### config.mk
export PLATFORM = sky130hd
export DESIGN_NAME = dino_game_sequencer
export DESIGN_NICKNAME = d
export VERILOG_FILES = /design/src/rtl/dino_game_sequencer.sv
export SDC_FILE = /design/constraint.sdc
export NUM_CORES = 1
export LEC_CHECK = 0
export CORE_MARGIN = 5
export CORE_UTILIZATION = 40
export CTS_BUF_LIST = sky130_fd_sc_hd__clkbuf_4 sky130_fd_sc_hd__clkbuf_8 sky130_fd_sc_hd__clkbuf_16
export DETAILED_ROUTE_END_ITERATION = 8
export MAX_ROUTING_LAYER = met4
export PLACE_DENSITY = 0.71
export SYNTH_ARGS = -nofsm -noshare
export SYNTH_HDL_FRONTEND = slang
export SYNTH_SLANG_ARGS = --single-unit
### constraint.sdc
create_clock -name clk -period 6 [get_ports clk]
set_clock_uncertainty 0.2 [all_clocks]
set_input_delay 1.5 -clock clk [delete_from_list [all_inputs] [get_ports clk]]
set_output_delay 1.5 -clock clk [all_outputs]
set_load 0.02 [all_outputs]
### src/rtl/dino_game_sequencer.sv
// dino_game_sequencer: frame-rate game logic for the dinosaur runner.
// Owns the INIT/GAME/DONE state machine, dino jump physics, single-obstacle
// spawn/scroll, collision detection and the cleared-obstacle score.
//
// Ports:
//   clk              pixel clock
//   rst              asynchronous, active-high reset
//   up               jump/start button (level; rising edge is used)
//   hCount, vCount   VGA counters; the frame tick fires at (FRAME_LINE, 0)
//   dino_y           dino bottom edge y
//   obs_x            obstacle left edge x
//   obs_valid        obstacle on screen
//   score            obstacles cleared, saturating
//   q_I/q_Game/q_Done one-hot state flags
//
// Build option: define SPEEDUP_EN to raise the scroll speed by 1 every
// 8 points (capped at SCROLL+4). Undefined, the speed is the constant SCROLL.

module dino_game_sequencer #(
  parameter int unsigned DINO_X     = 200,
  parameter int unsigned SIZE       = 50,
  parameter int unsigned GROUND_Y   = 515,
  parameter int unsigned SCREEN_L   = 144,
  parameter int unsigned SCREEN_R   = 783,
  parameter int unsigned FRAME_LINE = 524,
  parameter int unsigned JUMP_V     = 12,
  parameter int unsigned GRAVITY    = 1,
  parameter int unsigned SCROLL     = 4
) (
  input  logic        clk,
  input  logic        rst,
  input  logic        up,
  input  logic [9:0]  hCount,
  input  logic [9:0]  vCount,
  output logic [9:0]  dino_y,
  output logic [9:0]  obs_x,
  output logic        obs_valid,
  output logic [15:0] score,
  output logic        q_I,
  output logic        q_Game,
  output logic        q_Done
);

  localparam int unsigned POS_W   = 10;
  localparam int unsigned EXT_W   = POS_W + 1;
  localparam int unsigned VEL_W   = 6;
  localparam int unsigned SCORE_W = 16;
  localparam int unsigned LFSR_W  = 8;
  localparam int unsigned GAP_W   = 8;
  localparam int unsigned GAP_MIN = 16;

  localparam logic [LFSR_W-1:0] LFSR_SEED = 8'hA5;

  // One-hot encoding so the q_* flags are straight flop outputs
  typedef enum logic [2:0] {
    S_INIT = 3'b001,
    S_GAME = 3'b010,
    S_DONE = 3'b100
  } state_t;

  state_t                    state, state_n;
  logic                      up_q;
  logic signed [VEL_W-1:0]   vel, vel_n;
  logic [LFSR_W-1:0]         lfsr, lfsr_n;
  logic [GAP_W-1:0]          gap, gap_n;
  logic                      jump_req, jump_req_n;
  logic [POS_W-1:0]          dino_y_n, obs_x_n;
  logic                      obs_valid_n;
  logic [SCORE_W-1:0]        score_n;

  logic                      up_edge_c;
  logic                      tick_c;
  logic                      jump_pend_c;
  logic                      grounded_c;
  logic [EXT_W-1:0]          y_calc_c;
  logic [POS_W-1:0]          speed_c;
  logic [POS_W-1:0]          despawn_thr_c;
  logic [GAP_W-1:0]          gap_seed_c;
  logic                      hit_c;

  assign q_I    = state[0];
  assign q_Game = state[1];
  assign q_Done = state[2];

  // Button edge and per-frame tick
  assign up_edge_c = up & ~up_q;
  assign tick_c    = (vCount == POS_W'(FRAME_LINE)) && (hCount == '0);

  // Spawn delay drawn from the LFSR: 16..79 ticks
  assign gap_seed_c = GAP_W'({2'b00, lfsr[5:0]}) + GAP_W'(GAP_MIN);

`ifdef SPEEDUP_EN
  // Speed bonus: one step per 8 points, at most 4
  logic [SCORE_W-4:0] level_c;
  logic [2:0]         bonus_c;
  assign level_c = score[SCORE_W-1:3];
  assign bonus_c = (level_c > (SCORE_W-3)'(4)) ? 3'd4 : level_c[2:0];
  assign speed_c = POS_W'(SCROLL) + POS_W'(bonus_c);
`else
  assign speed_c = POS_W'(SCROLL);
`endif

  assign despawn_thr_c = POS_W'(SCREEN_L) + speed_c;

  // Airborne position update; vel is signed, so sign-extend before subtracting
  assign grounded_c = (dino_y == POS_W'(GROUND_Y)) && (vel == '0);
  assign y_calc_c   = {1'b0, dino_y} - {{(EXT_W-VEL_W){vel[VEL_W-1]}}, vel};

  // Next-state and datapath update
  always_comb begin
    state_n     = state;
    vel_n       = vel;
    lfsr_n      = lfsr;
    gap_n       = gap;
    jump_req_n  = jump_req;
    dino_y_n    = dino_y;
    obs_x_n     = obs_x;
    obs_valid_n = obs_valid;
    score_n     = score;
    jump_pend_c = 1'b0;
    hit_c       = 1'b0;

    // LFSR runs every frame regardless of state (taps 8,6,5,4)
    if (tick_c) begin
      lfsr_n = {lfsr[6:0], lfsr[7] ^ lfsr[5] ^ lfsr[4] ^ lfsr[3]};
    end

    case (state)
      S_INIT: begin
        dino_y_n    = POS_W'(GROUND_Y);
        vel_n       = '0;
        obs_x_n     = POS_W'(SCREEN_R);
        obs_valid_n = 1'b0;
        score_n     = '0;
        jump_req_n  = 1'b0;
        gap_n       = '0;
        if (up_edge_c) begin
          state_n = S_GAME;
          gap_n   = gap_seed_c;
        end
      end

      S_GAME: begin
        // A press in the same cycle as the tick counts for that tick
        jump_pend_c = jump_req | up_edge_c;
        jump_req_n  = jump_pend_c;

        if (tick_c) begin
          // Jump physics
          if (grounded_c) begin
            if (jump_pend_c) begin
              vel_n      = VEL_W'(JUMP_V);
              jump_req_n = 1'b0;
            end
          end else if (y_calc_c >= EXT_W'(GROUND_Y)) begin
            // Landing; a jump queued in the air launches right here
            dino_y_n = POS_W'(GROUND_Y);
            if (jump_pend_c) begin
              vel_n      = VEL_W'(JUMP_V);
              jump_req_n = 1'b0;
            end else begin
              vel_n = '0;
            end
          end else begin
            dino_y_n = y_calc_c[POS_W-1:0];
            vel_n    = vel - VEL_W'(GRAVITY);
          end

          // Obstacle spawn / scroll / despawn
          if (!obs_valid) begin
            if (gap <= GAP_W'(1)) begin
              gap_n       = '0;
              obs_valid_n = 1'b1;
              obs_x_n     = POS_W'(SCREEN_R);
            end else begin
              gap_n = gap - GAP_W'(1);
            end
          end else if (obs_x < despawn_thr_c) begin
            obs_valid_n = 1'b0;
            score_n     = (score == '1) ? score : score + SCORE_W'(1);
            gap_n       = gap_seed_c;
          end else begin
            obs_x_n = obs_x - speed_c;
          end

          // Overlap test on the post-update positions
          hit_c = obs_valid_n &&
                  (obs_x_n < POS_W'(DINO_X + SIZE)) &&
                  (({1'b0, obs_x_n} + EXT_W'(SIZE)) > EXT_W'(DINO_X)) &&
                  (dino_y_n > POS_W'(GROUND_Y - SIZE));
          if (hit_c) begin
            state_n    = S_DONE;
            jump_req_n = 1'b0;
          end
        end
      end

      S_DONE: begin
        jump_req_n = 1'b0;
        if (up_edge_c) begin
          state_n     = S_INIT;
          dino_y_n    = POS_W'(GROUND_Y);
          vel_n       = '0;
          obs_x_n     = POS_W'(SCREEN_R);
          obs_valid_n = 1'b0;
          score_n     = '0;
          gap_n       = '0;
        end
      end

      default: begin
        state_n = S_INIT;
      end
    endcase
  end

  // State and datapath registers
  always_ff @(posedge clk or posedge rst) begin
    if (rst) begin
      state     <= S_INIT;
      up_q      <= 1'b0;
      vel       <= '0;
      lfsr      <= LFSR_SEED;
      gap       <= '0;
      jump_req  <= 1'b0;
      dino_y    <= POS_W'(GROUND_Y);
      obs_x     <= POS_W'(SCREEN_R);
      obs_valid <= 1'b0;
      score     <= '0;
    end else begin
      state     <= state_n;
      up_q      <= up;
      vel       <= vel_n;
      lfsr      <= lfsr_n;
      gap       <= gap_n;
      jump_req  <= jump_req_n;
      dino_y    <= dino_y_n;
      obs_x     <= obs_x_n;
      obs_valid <= obs_valid_n;
      score     <= score_n;
    end
  end

endmodule
==> impl_metrics.xml, run 1 <==
<?xml version="1.0" encoding="UTF-8"?>
<metrics>
  <group name="status">
    <metric name="outcome" unit="">complete, no violations</metric>
  </group>
  <group name="floorplanning">
    <metric name="core" unit="um2">10300</metric>
    <metric name="initial_utilization" unit="%">41.1</metric>
    <metric name="ioPinCount" unit="">63</metric>
    <metric name="row_count" unit="">37</metric>
    <metric name="die_area" unit="um2">12800</metric>
    <metric name="dieHeight" unit="um">113</metric>
    <metric name="fp.dieW" unit="um">113</metric>
  </group>
  <group name="timing">
    <metric name="final_critical_period" unit="ns">4.14</metric>
    <metric name="timing.fmax" unit="MHz">242</metric>
    <metric name="maxSlewViolCount" unit="">0</metric>
    <metric name="grt_setup_unrepaired" unit="">false</metric>
    <metric name="final_min_period_over_clock_period" unit="%">68.9</metric>
    <metric name="hold_worst_slack" unit="ns">0.293</metric>
    <metric name="least_setup_slack_across_all_paths_after_layout" unit="ns">1.86</metric>
    <metric name="final_hold_viol_count" unit="">0</metric>
    <metric name="max-slew-margin-rel" unit="%">41.8</metric>
    <metric name="tightest_pin_transition" unit="ns">0.868</metric>
    <metric name="finalSetupTns" unit="ns">0</metric>
    <metric name="setup_viol" unit="">0</metric>
  </group>
  <group name="power">
    <metric name="switching_power_total" unit="mW">0.269</metric>
    <metric name="comb_power_share" unit="%">12.2</metric>
    <metric name="static-leakage-power" unit="nW">2.13</metric>
    <metric name="pwr-share-clk" unit="%">44.4</metric>
    <metric name="power.ir.vdd_worst" unit="V">0.0000944</metric>
    <metric name="powerDensity" unit="nW/um2">197</metric>
    <metric name="net_sw_share" unit="%">26.1</metric>
    <metric name="total_power" unit="mW">1.03</metric>
    <metric name="cellInternalPower" unit="mW">0.761</metric>
    <metric name="share_seq_of_total_power" unit="%">43.3</metric>
  </group>
  <group name="run">
    <metric name="maxCapViolCount" unit="">0</metric>
  </group>
  <group name="setup_path">
    <metric name="worst_path_dominant_cell_family" unit="">simple AND/OR/NAND/NOR gates</metric>
    <metric name="worstPathRequired" unit="ns">5.98</metric>
    <metric name="cpMostUsedCell" unit="">sky130_fd_sc_hd__o21ai_0</metric>
    <metric name="cp.buffers_inverters" unit="">1</metric>
    <metric name="critical-path-max-stage-delay" unit="ns">0.56</metric>
    <metric name="worst-endpoint-arrival" unit="ns">4.11</metric>
    <metric name="path_class" unit="">in -&gt; reg</metric>
    <metric name="path_cells" unit="">clkdlybuf4s50_1, or4b_1, or4_4, or2_4, nand2b_4, o21ai_1, o21ai_0, o21ai_0</metric>
    <metric name="setup.worst_path.end_class" unit="">flop</metric>
    <metric name="cp-start-kind" unit="">primary input</metric>
    <metric name="critical_path_s_slowest_cell" unit="">sky130_fd_sc_hd__or4b_1</metric>
    <metric name="critPathMaxFanout" unit="">16</metric>
  </group>
  <group name="place">
    <metric name="placed_cells" unit="">673</metric>
    <metric name="routabilityCongestion" unit="">0.930</metric>
    <metric name="io_buffer_count" unit="">62</metric>
    <metric name="instance_area_at_placement" unit="um2">5000</metric>
    <metric name="dpl_worst_slack" unit="ns">1.50</metric>
    <metric name="place_hpwl" unit="um">8700</metric>
  </group>
  <group name="clocking">
    <metric name="cts_repair_resize_count" unit="">0</metric>
    <metric name="cts_inserted_buffers" unit="">9</metric>
    <metric name="cts_tree" unit="">built</metric>
    <metric name="cts.sink_count" unit="">64</metric>
    <metric name="clk_pin_slew" unit="ns">0.07</metric>
    <metric name="cts_max_path_buffers" unit="">2</metric>
    <metric name="htree_levels" unit="">3</metric>
    <metric name="cts-root-buf" unit="">sky130_fd_sc_hd__clkbuf_8</metric>
    <metric name="cts_hold_repair.buffers" unit="">0</metric>
    <metric name="post_cts.repair.setup_buffers" unit="">0</metric>
    <metric name="clock_insertion_delay_worst_skew" unit="ns">0.36</metric>
  </group>
  <group name="finish">
    <metric name="stdcell_area" unit="um2">5240</metric>
    <metric name="fillCellCount" unit="">956</metric>
    <metric name="drive_above_1_share" unit="%">10.5</metric>
    <metric name="insertedDiodeCount" unit="">0</metric>
    <metric name="fin_nets" unit="">588</metric>
    <metric name="multi_input_area" unit="um2">2470</metric>
    <metric name="filler_free_cell_count_of_the_finished_design" unit="">689</metric>
    <metric name="flow.area_growth_from_synthesis" unit="%">23.5</metric>
    <metric name="layout.area.seq" unit="um2">1620</metric>
    <metric name="postLayoutCoreUtil" unit="%">50.8</metric>
  </group>
  <group name="global_route">
    <metric name="antenna_found_initial" unit="">0</metric>
    <metric name="grt_pass1_wl" unit="um">19400</metric>
    <metric name="globalRoute.totalOverflow" unit="">0</metric>
    <metric name="grt_util_all_layers" unit="%">19.2</metric>
    <metric name="grt_pass1_vias" unit="">3904</metric>
    <metric name="grt_start_max_net_pins" unit="">39</metric>
  </group>
  <group name="detailed_routing">
    <metric name="route.detailed.vias_per_inst" unit="">5.92</metric>
    <metric name="firstDrtPassIters" unit="">5</metric>
    <metric name="dr_total_vias" unit="">4081</metric>
    <metric name="drtIter0Drc" unit="">243</metric>
    <metric name="routed_wire_length" unit="um">11700</metric>
    <metric name="drt_drc_violations_left" unit="">0</metric>
    <metric name="detail_route.wl_per_cell" unit="um">17.0</metric>
    <metric name="antenna_left" unit="">0</metric>
  </group>
  <group name="synth">
    <metric name="syn_avg_cell_area" unit="um2">8.66</metric>
    <metric name="post_synth_most_frequent_cells" unit="">sky130_fd_sc_hd__dfrtp_1, sky130_fd_sc_hd__nor2_1, sky130_fd_sc_hd__nand2_1</metric>
    <metric name="async_flop_share" unit="%">100</metric>
    <metric name="syn-num-nets" unit="">530</metric>
    <metric name="netlist_instances" unit="">490</metric>
    <metric name="yosysSeqAreaShare" unit="%">38.1</metric>
    <metric name="synth_largest_area_cell" unit="">sky130_fd_sc_hd__dfrtp_1</metric>
    <metric name="synth_seq_cells" unit="">64</metric>
    <metric name="ys_top_cells_by_area" unit="">sky130_fd_sc_hd__dfrtp_1, sky130_fd_sc_hd__dfstp_2, sky130_fd_sc_hd__ha_1</metric>
    <metric name="synth.top_cell.area_share" unit="%">29.5</metric>
    <metric name="yosysWarnings" unit="">0</metric>
    <metric name="yosys.cell_types.count" unit="">66</metric>
    <metric name="post-synth-top-count-cell" unit="">sky130_fd_sc_hd__dfrtp_1</metric>
    <metric name="post_synthesis_instance_area" unit="um2">4250</metric>
    <metric name="dominantRegCellSynth" unit="">sky130_fd_sc_hd__dfrtp_1</metric>
    <metric name="synth-edff-count" unit="">0</metric>
  </group>
  <group name="worst_hold_path">
    <metric name="hold_path_class" unit="">reg -&gt; reg</metric>
  </group>
</metrics>
-- layout make-up --
cell class              count  share of cell area, %
flip-flops and latches     64                   30.9
clock inverters             6                   2.08
inverters                  23                   1.65
clock buffers              10                   2.51
well taps                 136                   3.25
repair buffers             67                   12.6
multi-input cells         383                   47.1
-- flip-flops by register name (all words and copies together), names as in the netlist, 3 cells and up --
signal and count:
lfsr 8, gap 8, vel 6, dino_y 10
score 16, obs_x 10, state 3
-- cells in the final DEF, fill, tap and decap left out, drive strengths merged, types with 6 or more instances in the layout --
master / count
nand2: 47
clkbuf: 10
or2: 7
o21a: 7
xor2: 10
ha: 16
dfrtp: 50
o21ai: 35
nor4: 9
nor2: 49
a32oi: 7
a31oi: 8
inv: 23
xnor2: 14
nor3: 16
mux2: 9
nand4: 6
nand3: 18
nand2b: 9
clkdlybuf4s50: 62
dfstp: 14
a21oi: 27
-- power groups by stage --
stage          logic (mW)  clock network (mW)  registers [mW]
3_5_place_dp        0.125                   0           0.454
2_1_floorplan      0.0787                   0           0.451
6_report            0.126               0.458           0.447
5_1_grt             0.140               0.489           0.447
4_1_cts             0.126               0.466           0.446
3_3_place_gp        0.122                   0           0.454
-- cell families (layout without fill, tap and decap cells) --
kind of cell             count (synthesis)  count (layout)  share of synthesized area [%]
AND/OR/NAND/NOR                        196             196                           23.4
flip-flops                              64              64                           38.1
XOR/XNOR                                24              24                           4.95
buffers and inverters                   43             106                           3.86
adder cells (fa/ha/maj)                 17              17                           5.19
multiplexers                            10              10                           2.62
AO/OA/AOI/OAI                          136             136                           21.8
-- worst paths after layout --
kind	cells past startpoint	endpoint	from	slack [ns]
max	8	gap[6]	vCount[5]	1.86
min reg2reg	1	gap[7]	gap[7]	0.29
max reg2reg	11	state[1]	dino_y[0]	2.21
max in group asynchronous	3	lfsr[0]	rst	3.33
min in group asynchronous	2	score[11]	rst	1.31
min	1	gap[7]	gap[7]	0.29
-- metal layers --
| metal | global-route usage (%) | up-vias | share of wire (%) |
|---|---|---|---|
| li1 | - | 1918 | - |
| met1 | 25.4 | 1977 | 45 |
| met2 | 29.2 | 166 | 47 |
| met3 | 3.58 | 20 | 6.4 |
| met4 | 7.77 | 0 | 1.7 |
| met5 | - | - | 0 |
No activity file was read; power rests on OpenSTA's default activity.
==> run 2, diff against run 1 <==
Settings changed: PLACE_DENSITY 0.71 to 0.73.
Clock period 6 ns to 3.4 ns, I/O delays scaled along.
==> run 2 against run 1 <==
  * Worst setup slack got worse by 1.8 ns
  * Non-clock buffer count is 45 higher
  * Design area increased by 8.1%
  * Routed wire length rose by 2.8%
  * Register-to-register slack lost 2.1 ns
  * Die area stayed put
  * Combinational power is 110% higher
  * Global-route usage rose by 0.39 points
  * Critical path depth grew 6
==> impl_metrics.xml, run 2 (same netlist as run 1, synthesis figures left out) <==
<?xml version="1.0" encoding="UTF-8"?>
<metrics>
  <group name="status">
    <metric name="outcome" unit="">complete, no violations</metric>
  </group>
  <group name="power">
    <metric name="static-leakage-power" unit="nW">2.37</metric>
    <metric name="switching_power_total" unit="mW">0.494</metric>
    <metric name="comb_power_share" unit="%">14.0</metric>
    <metric name="cellInternalPower" unit="mW">1.37</metric>
    <metric name="powerDensity" unit="nW/um2">329</metric>
    <metric name="net_sw_share" unit="%">26.5</metric>
    <metric name="power.ir.vdd_worst" unit="V">0.000176</metric>
    <metric name="pwr-share-clk" unit="%">43.8</metric>
    <metric name="total_power" unit="mW">1.87</metric>
    <metric name="share_seq_of_total_power" unit="%">42.2</metric>
  </group>
  <group name="setup_path">
    <metric name="cp-start-kind" unit="">flop</metric>
    <metric name="critical-path-max-stage-delay" unit="ns">0.54</metric>
    <metric name="worstPathRequired" unit="ns">3.42</metric>
    <metric name="worst-endpoint-arrival" unit="ns">3.32</metric>
    <metric name="worst-r2r-setup-slack" unit="ns">0.10</metric>
    <metric name="setup.worst_path.end_class" unit="">flop</metric>
    <metric name="path_class" unit="">reg -&gt; reg</metric>
    <metric name="critPathMaxFanout" unit="">7</metric>
    <metric name="path_cells" unit="">inv_1, ha_1, fa_2, nand2b_4, a211oi_2, buf_4, o22ai_1, xnor2_1, buf_4, nor2_1, a21o_1, buf_4, a32oi_1, o311ai_0</metric>
    <metric name="critical_path_s_slowest_cell" unit="">sky130_fd_sc_hd__dfstp_2</metric>
    <metric name="cpMostUsedCell" unit="">sky130_fd_sc_hd__buf_4</metric>
  </group>
  <group name="clocking">
    <metric name="cts_hold_repair.buffers" unit="">0</metric>
    <metric name="clock_insertion_delay_worst_skew" unit="ns">0.36</metric>
    <metric name="cts-root-buf" unit="">sky130_fd_sc_hd__clkbuf_8</metric>
    <metric name="cts_max_path_buffers" unit="">2</metric>
    <metric name="clk_pin_slew" unit="ns">0.08</metric>
    <metric name="cts.sink_count" unit="">64</metric>
    <metric name="htree_levels" unit="">3</metric>
    <metric name="cts_inserted_buffers" unit="">9</metric>
    <metric name="cts_tree" unit="">built</metric>
  </group>
  <group name="floorplanning">
    <metric name="row_count" unit="">37</metric>
    <metric name="fp.dieW" unit="um">113</metric>
    <metric name="initial_utilization" unit="%">41.1</metric>
    <metric name="ioPinCount" unit="">63</metric>
    <metric name="die_area" unit="um2">12800</metric>
    <metric name="core" unit="um2">10300</metric>
    <metric name="dieHeight" unit="um">113</metric>
  </group>
  <group name="timing">
    <metric name="maxSlewViolCount" unit="">0</metric>
    <metric name="least_setup_slack_across_all_paths_after_layout" unit="ns">0.104</metric>
    <metric name="setup_viol" unit="">0</metric>
    <metric name="final_hold_viol_count" unit="">0</metric>
    <metric name="max-slew-margin-rel" unit="%">47.0</metric>
    <metric name="finalSetupTns" unit="ns">0</metric>
    <metric name="tightest_pin_transition" unit="ns">0.788</metric>
    <metric name="final_critical_period" unit="ns">3.30</metric>
    <metric name="grt_setup_unrepaired" unit="">false</metric>
    <metric name="timing.fmax" unit="MHz">303</metric>
    <metric name="final_min_period_over_clock_period" unit="%">96.9</metric>
  </group>
  <group name="finish">
    <metric name="layout_common_cells" unit="">sky130_fd_sc_hd__clkdlybuf4s50_1, sky130_fd_sc_hd__dfrtp_1, sky130_fd_sc_hd__nor2_1, sky130_fd_sc_hd__buf_4, sky130_fd_sc_hd__nand2_1</metric>
    <metric name="fillCellCount" unit="">939</metric>
    <metric name="largest_register_ffs" unit="">16</metric>
    <metric name="final_common_cell" unit="">sky130_fd_sc_hd__clkdlybuf4s50_1</metric>
    <metric name="multi_input_area" unit="um2">2540</metric>
    <metric name="layout.area.seq" unit="um2">1620</metric>
    <metric name="largest_registers" unit="">score x16, dino_y x10, obs_x x10</metric>
    <metric name="insertedDiodeCount" unit="">0</metric>
    <metric name="drive_above_1_share" unit="%">19.2</metric>
    <metric name="fin_nets" unit="">633</metric>
    <metric name="flow.area_growth_from_synthesis" unit="%">33.5</metric>
    <metric name="max_flop_register" unit="">score</metric>
  </group>
  <group name="global_route">
    <metric name="antenna_found_initial" unit="">0</metric>
    <metric name="grt_pass1_wl" unit="um">20100</metric>
    <metric name="globalRoute.totalOverflow" unit="">0</metric>
    <metric name="grt_pass1_vias" unit="">4119</metric>
    <metric name="grt_start_max_net_pins" unit="">30</metric>
    <metric name="grt_util_all_layers" unit="%">19.6</metric>
  </group>
  <group name="place">
    <metric name="dpl_worst_slack" unit="ns">-0.202</metric>
    <metric name="io_buffer_count" unit="">62</metric>
    <metric name="routabilityCongestion" unit="">0.946</metric>
    <metric name="place_hpwl" unit="um">9010</metric>
  </group>
  <group name="run">
    <metric name="maxCapViolCount" unit="">0</metric>
  </group>
  <group name="detailed_routing">
    <metric name="route.detailed.vias_per_inst" unit="">5.66</metric>
    <metric name="detail_route.wl_per_cell" unit="um">16.4</metric>
    <metric name="routed_wire_length" unit="um">12000</metric>
    <metric name="drtIter0Drc" unit="">241</metric>
    <metric name="firstDrtPassIters" unit="">5</metric>
    <metric name="antenna_left" unit="">0</metric>
    <metric name="drt_drc_violations_left" unit="">0</metric>
    <metric name="dr_total_vias" unit="">4157</metric>
  </group>
  <group name="worst_hold_path">
    <metric name="hold_path_class" unit="">reg -&gt; reg</metric>
  </group>
</metrics>
run 2: changes by cell type in the layout (fill, tap and decap cells not counted), sizes merged:
cell      change
buf          +45
clkinv        -1
clkinvlp      +1
run 2: what timing repair did:
item | 4_1_cts | 5_1_grt
pin swaps | 1 | 5
setup buffers | 0 | 1
gates resized for setup | 1 | 13
endpoints found under the setup margin | 7 | 18
run 2: final cells by class:
class                   count  area share [%]
inverters                  23            1.52
clock inverters             6            1.90
repair buffers            112            17.8
well taps                 136            3.00
clock buffers              10            2.32
flip-flops and latches     64            28.6
multi-input cells         383            44.9
run 2: metrics by stage:
step	cells	instance area, um2	utilization, %	hold slack, ns
2_1_floorplan	490	4250	-	0.246
5_1_grt	734	5670	54.9	0.325
3_3_place_gp	717	5350	51.8	0.268
6_report	734	5670	54.9	0.293
3_5_place_dp	717	5350	51.8	0.282
4_1_cts	733	5590	54.1	0.291
run 2: path summary, 6_finish.rpt:
path	startpoint	cells past startpoint	to
worst max-delay path	dino_y[0]	14	vel[2]
worst min-delay path	gap[7]	1	gap[7]
worst max register to register	dino_y[0]	14	vel[2]
worst min register to register	gap[7]	1	gap[7]
max in group asynchronous	rst	3	obs_x[3]
min in group asynchronous	rst	2	score[2]
run 2: metal layers:
| metal | global-route usage (%) | vias to the layer above | share of wire [%] |
|---|---|---|---|
| li1 | - | 2007 | - |
| met1 | 24.8 | 2004 | 46 |
| met2 | 30.8 | 128 | 46 |
| met3 | 3.21 | 18 | 5.7 |
| met4 | 9.46 | 0 | 2.3 |
| met5 | - | - | 0 |
run 2: worst max-delay path: cells and delay by family, from the launching register on:
| family | cells | cell delay, ns |
|---|---|---|
| AND/OR/NAND/NOR | 2 | 0.21 |
| XOR/XNOR | 1 | 0.27 |
| flip-flops | 1 | 0.54 |
| buffers and inverters | 4 | 0.54 |
| AO/OA/AOI/OAI | 5 | 0.84 |
| adder cells (fa/ha/maj) | 2 | 0.58 |
run 2: power by group through the flow:
stage | Clock [mW] | Sequential, mW | Combinational [mW]
after detailed placement | 0 | 0.801 | 0.257
after global placement | 0 | 0.800 | 0.252
final | 0.817 | 0.787 | 0.261
after global routing | 0.861 | 0.790 | 0.286
after floorplan | 0 | 0.796 | 0.139
after CTS | 0.823 | 0.787 | 0.258
==> run 3, diff against run 2 <==
Settings changed: CELL_PAD_IN_SITES_DETAIL_PLACEMENT set to 1, CELL_PAD_IN_SITES_GLOBAL_PLACEMENT set to 1, CORE_UTILIZATION 40 to 37, PLACE_DENSITY 0.73 to 0.85.
==> run 3 against run 2 <==
  * Global-route usage is 1.8 points higher
  * Final cell count decreased by 0.27%
  * First-iteration DRC count is 22% higher
  * Worst setup slack got worse by 0.050 ns
  * Hold slack better by 0.0021 ns
  * Sequential cell count is the same
  * Clock-buffer cell count grew 3
  * Utilization fell by 4.6 points
  * Non-clock buffer count down 9
  * Via count up 1.8%
  * Sequential share of layout area shrank 0.11 points
  * Fmax shrank 1.5%
  * Critical path type unchanged
  * Highest routed layer unchanged
==> impl_metrics.xml, run 3 (same netlist as run 1, synthesis figures left out) <==
<?xml version="1.0" encoding="UTF-8"?>
<metrics>
  <group name="status">
    <metric name="outcome" unit="">complete, no violations</metric>
  </group>
  <group name="timing">
    <metric name="final_hold_viol_count" unit="">0</metric>
    <metric name="max-slew-margin-rel" unit="%">43.7</metric>
    <metric name="setup_viol" unit="">0</metric>
    <metric name="tightest_pin_transition" unit="ns">0.839</metric>
    <metric name="maxSlewViolCount" unit="">0</metric>
    <metric name="timing.fmax" unit="MHz">299</metric>
    <metric name="final_min_period_over_clock_period" unit="%">98.4</metric>
    <metric name="final_critical_period" unit="ns">3.35</metric>
  </group>
  <group name="finish">
    <metric name="final_common_cell" unit="">sky130_fd_sc_hd__clkdlybuf4s50_1</metric>
    <metric name="stdcell_area" unit="um2">5690</metric>
    <metric name="max_flop_register" unit="">score</metric>
    <metric name="largest_register_ffs" unit="">16</metric>
    <metric name="fin_nets" unit="">624</metric>
    <metric name="flow.area_growth_from_synthesis" unit="%">34.0</metric>
    <metric name="largest_registers" unit="">score x16, dino_y x10, obs_x x10</metric>
    <metric name="filler_free_cell_count_of_the_finished_design" unit="">732</metric>
    <metric name="insertedDiodeCount" unit="">0</metric>
    <metric name="layout_common_cells" unit="">sky130_fd_sc_hd__clkdlybuf4s50_1, sky130_fd_sc_hd__dfrtp_1, sky130_fd_sc_hd__nor2_1</metric>
    <metric name="drive_above_1_share" unit="%">18.0</metric>
  </group>
  <group name="detailed_routing">
    <metric name="antenna_left" unit="">0</metric>
    <metric name="detail_route.wl_per_cell" unit="um">19.0</metric>
    <metric name="routed_wire_length" unit="um">13900</metric>
    <metric name="drtIter0Drc" unit="">293</metric>
    <metric name="dr_total_vias" unit="">4232</metric>
    <metric name="route.detailed.vias_per_inst" unit="">5.78</metric>
    <metric name="firstDrtPassIters" unit="">4</metric>
    <metric name="drt_drc_violations_left" unit="">0</metric>
  </group>
  <group name="global_route">
    <metric name="globalRoute.totalOverflow" unit="">0</metric>
    <metric name="grt_start_max_net_pins" unit="">27</metric>
    <metric name="antenna_found_initial" unit="">0</metric>
    <metric name="grt_pass1_vias" unit="">4478</metric>
    <metric name="grt_util_all_layers" unit="%">21.4</metric>
    <metric name="grt_pass1_wl" unit="um">22300</metric>
  </group>
  <group name="setup_path">
    <metric name="worstPathRequired" unit="ns">3.41</metric>
    <metric name="path_cells" unit="">inv_1, ha_2, fa_2, nand2b_4, a211oi_2, buf_4, o22ai_1, xnor2_1, o2111ai_2, buf_4, a211o_1, a31oi_1, o31ai_1</metric>
    <metric name="worst_path_dominant_cell_family" unit="">compound AO/OA/AOI/OAI gates</metric>
    <metric name="cp-start-kind" unit="">flop</metric>
    <metric name="path_class" unit="">reg -&gt; reg</metric>
    <metric name="critical-path-max-stage-delay" unit="ns">0.53</metric>
    <metric name="critPathMaxFanout" unit="">3</metric>
    <metric name="cp.buffers_inverters" unit="">3</metric>
    <metric name="worst-endpoint-arrival" unit="ns">3.36</metric>
    <metric name="setup.worst_path.end_class" unit="">flop</metric>
    <metric name="critical_path_s_slowest_cell" unit="">sky130_fd_sc_hd__dfstp_2</metric>
    <metric name="cpMostUsedCell" unit="">sky130_fd_sc_hd__buf_4</metric>
  </group>
  <group name="floorplanning">
    <metric name="ioPinCount" unit="">63</metric>
    <metric name="initial_utilization" unit="%">37.5</metric>
    <metric name="die_area" unit="um2">13700</metric>
    <metric name="fp.dieW" unit="um">117</metric>
    <metric name="row_count" unit="">39</metric>
    <metric name="core" unit="um2">11300</metric>
    <metric name="dieHeight" unit="um">117</metric>
  </group>
  <group name="place">
    <metric name="routabilityCongestion" unit="">0.931</metric>
    <metric name="instance_area_at_placement" unit="um2">5270</metric>
    <metric name="io_buffer_count" unit="">62</metric>
    <metric name="place_hpwl" unit="um">10500</metric>
    <metric name="placed_cells" unit="">715</metric>
  </group>
  <group name="power">
    <metric name="power.ir.vdd_worst" unit="V">0.000241</metric>
    <metric name="total_power" unit="mW">2.14</metric>
    <metric name="static-leakage-power" unit="nW">2.35</metric>
    <metric name="powerDensity" unit="nW/um2">375</metric>
  </group>
  <group name="clocking">
    <metric name="cts-root-buf" unit="">sky130_fd_sc_hd__clkbuf_16</metric>
    <metric name="cts_inserted_buffers" unit="">9</metric>
    <metric name="clock_insertion_delay_worst_skew" unit="ns">0.34</metric>
    <metric name="htree_levels" unit="">3</metric>
    <metric name="cts_max_path_buffers" unit="">2</metric>
    <metric name="clk_pin_slew" unit="ns">0.06</metric>
    <metric name="cts_tree" unit="">built</metric>
    <metric name="cts.sink_count" unit="">64</metric>
  </group>
  <group name="worst_hold_path">
    <metric name="hold_path_class" unit="">reg -&gt; reg</metric>
  </group>
  <group name="run">
    <metric name="maxCapViolCount" unit="">0</metric>
  </group>
</metrics>
[run 3: worst paths after layout]
path	slack (ns)	startpoint	depth (start not counted)	to
worst min-delay path	0.30	gap[7]	1	gap[7]
worst max-delay path	0.05	dino_y[0]	13	jump_req
min in group asynchronous	0.70	rst	2	score[11]
worst min register to register	0.30	gap[7]	1	gap[7]
max in group asynchronous	1.51	rst	3	state[0]
worst max register to register	0.05	dino_y[0]	13	jump_req
[run 3: per-stage QoR]
step                setup WS, ns  hold slack (ns)  utilization (%)  TNS [ns]
finish                    0.0543            0.295             50.3         0
global route             -0.0383            0.316             50.3    -0.107
CTS                       0.0183            0.291             49.9         0
detailed placement        -0.230            0.282             46.6     -4.48
global placement          -0.192            0.280             46.6     -2.44
floorplan                 0.0848            0.246                -         0
[run 3: routing by layer]
layer	share of wire, %	global-route usage (%)	wire [um]	vias up
li1	-	-	-	1990
met1	42	24.3	5900	2150
met2	52	37.0	7240	66
met3	3.0	4.73	414	26
met4	2.4	7.87	340	0
met5	0	-	0	-
[run 3: cell type report]
class                      instances  area, um2
fill                            1362       5630
multi-input combinational        383       2520
sequential                        64       1620
timing repair buffer             103        928
clock buffer                      13        262
tap                              143        179
clock inverter                     3       90.1
inverter                          23       86.3
[run 3: timing repair]
action,4_1_cts,5_1_grt
setup endpoints to repair,9,19
resized for setup,6,9
pin swaps,1,2
hold buffers,0,0
buffers inserted,0,1
[run 3: where the power goes]
group / internal, mW / leakage [nW] / switching (mW)
clock: 0.761 / 0.174 / 0.332
sequential: 0.775 / 0.834 / 0.0146
combinational: 0.0957 / 1.34 / 0.158
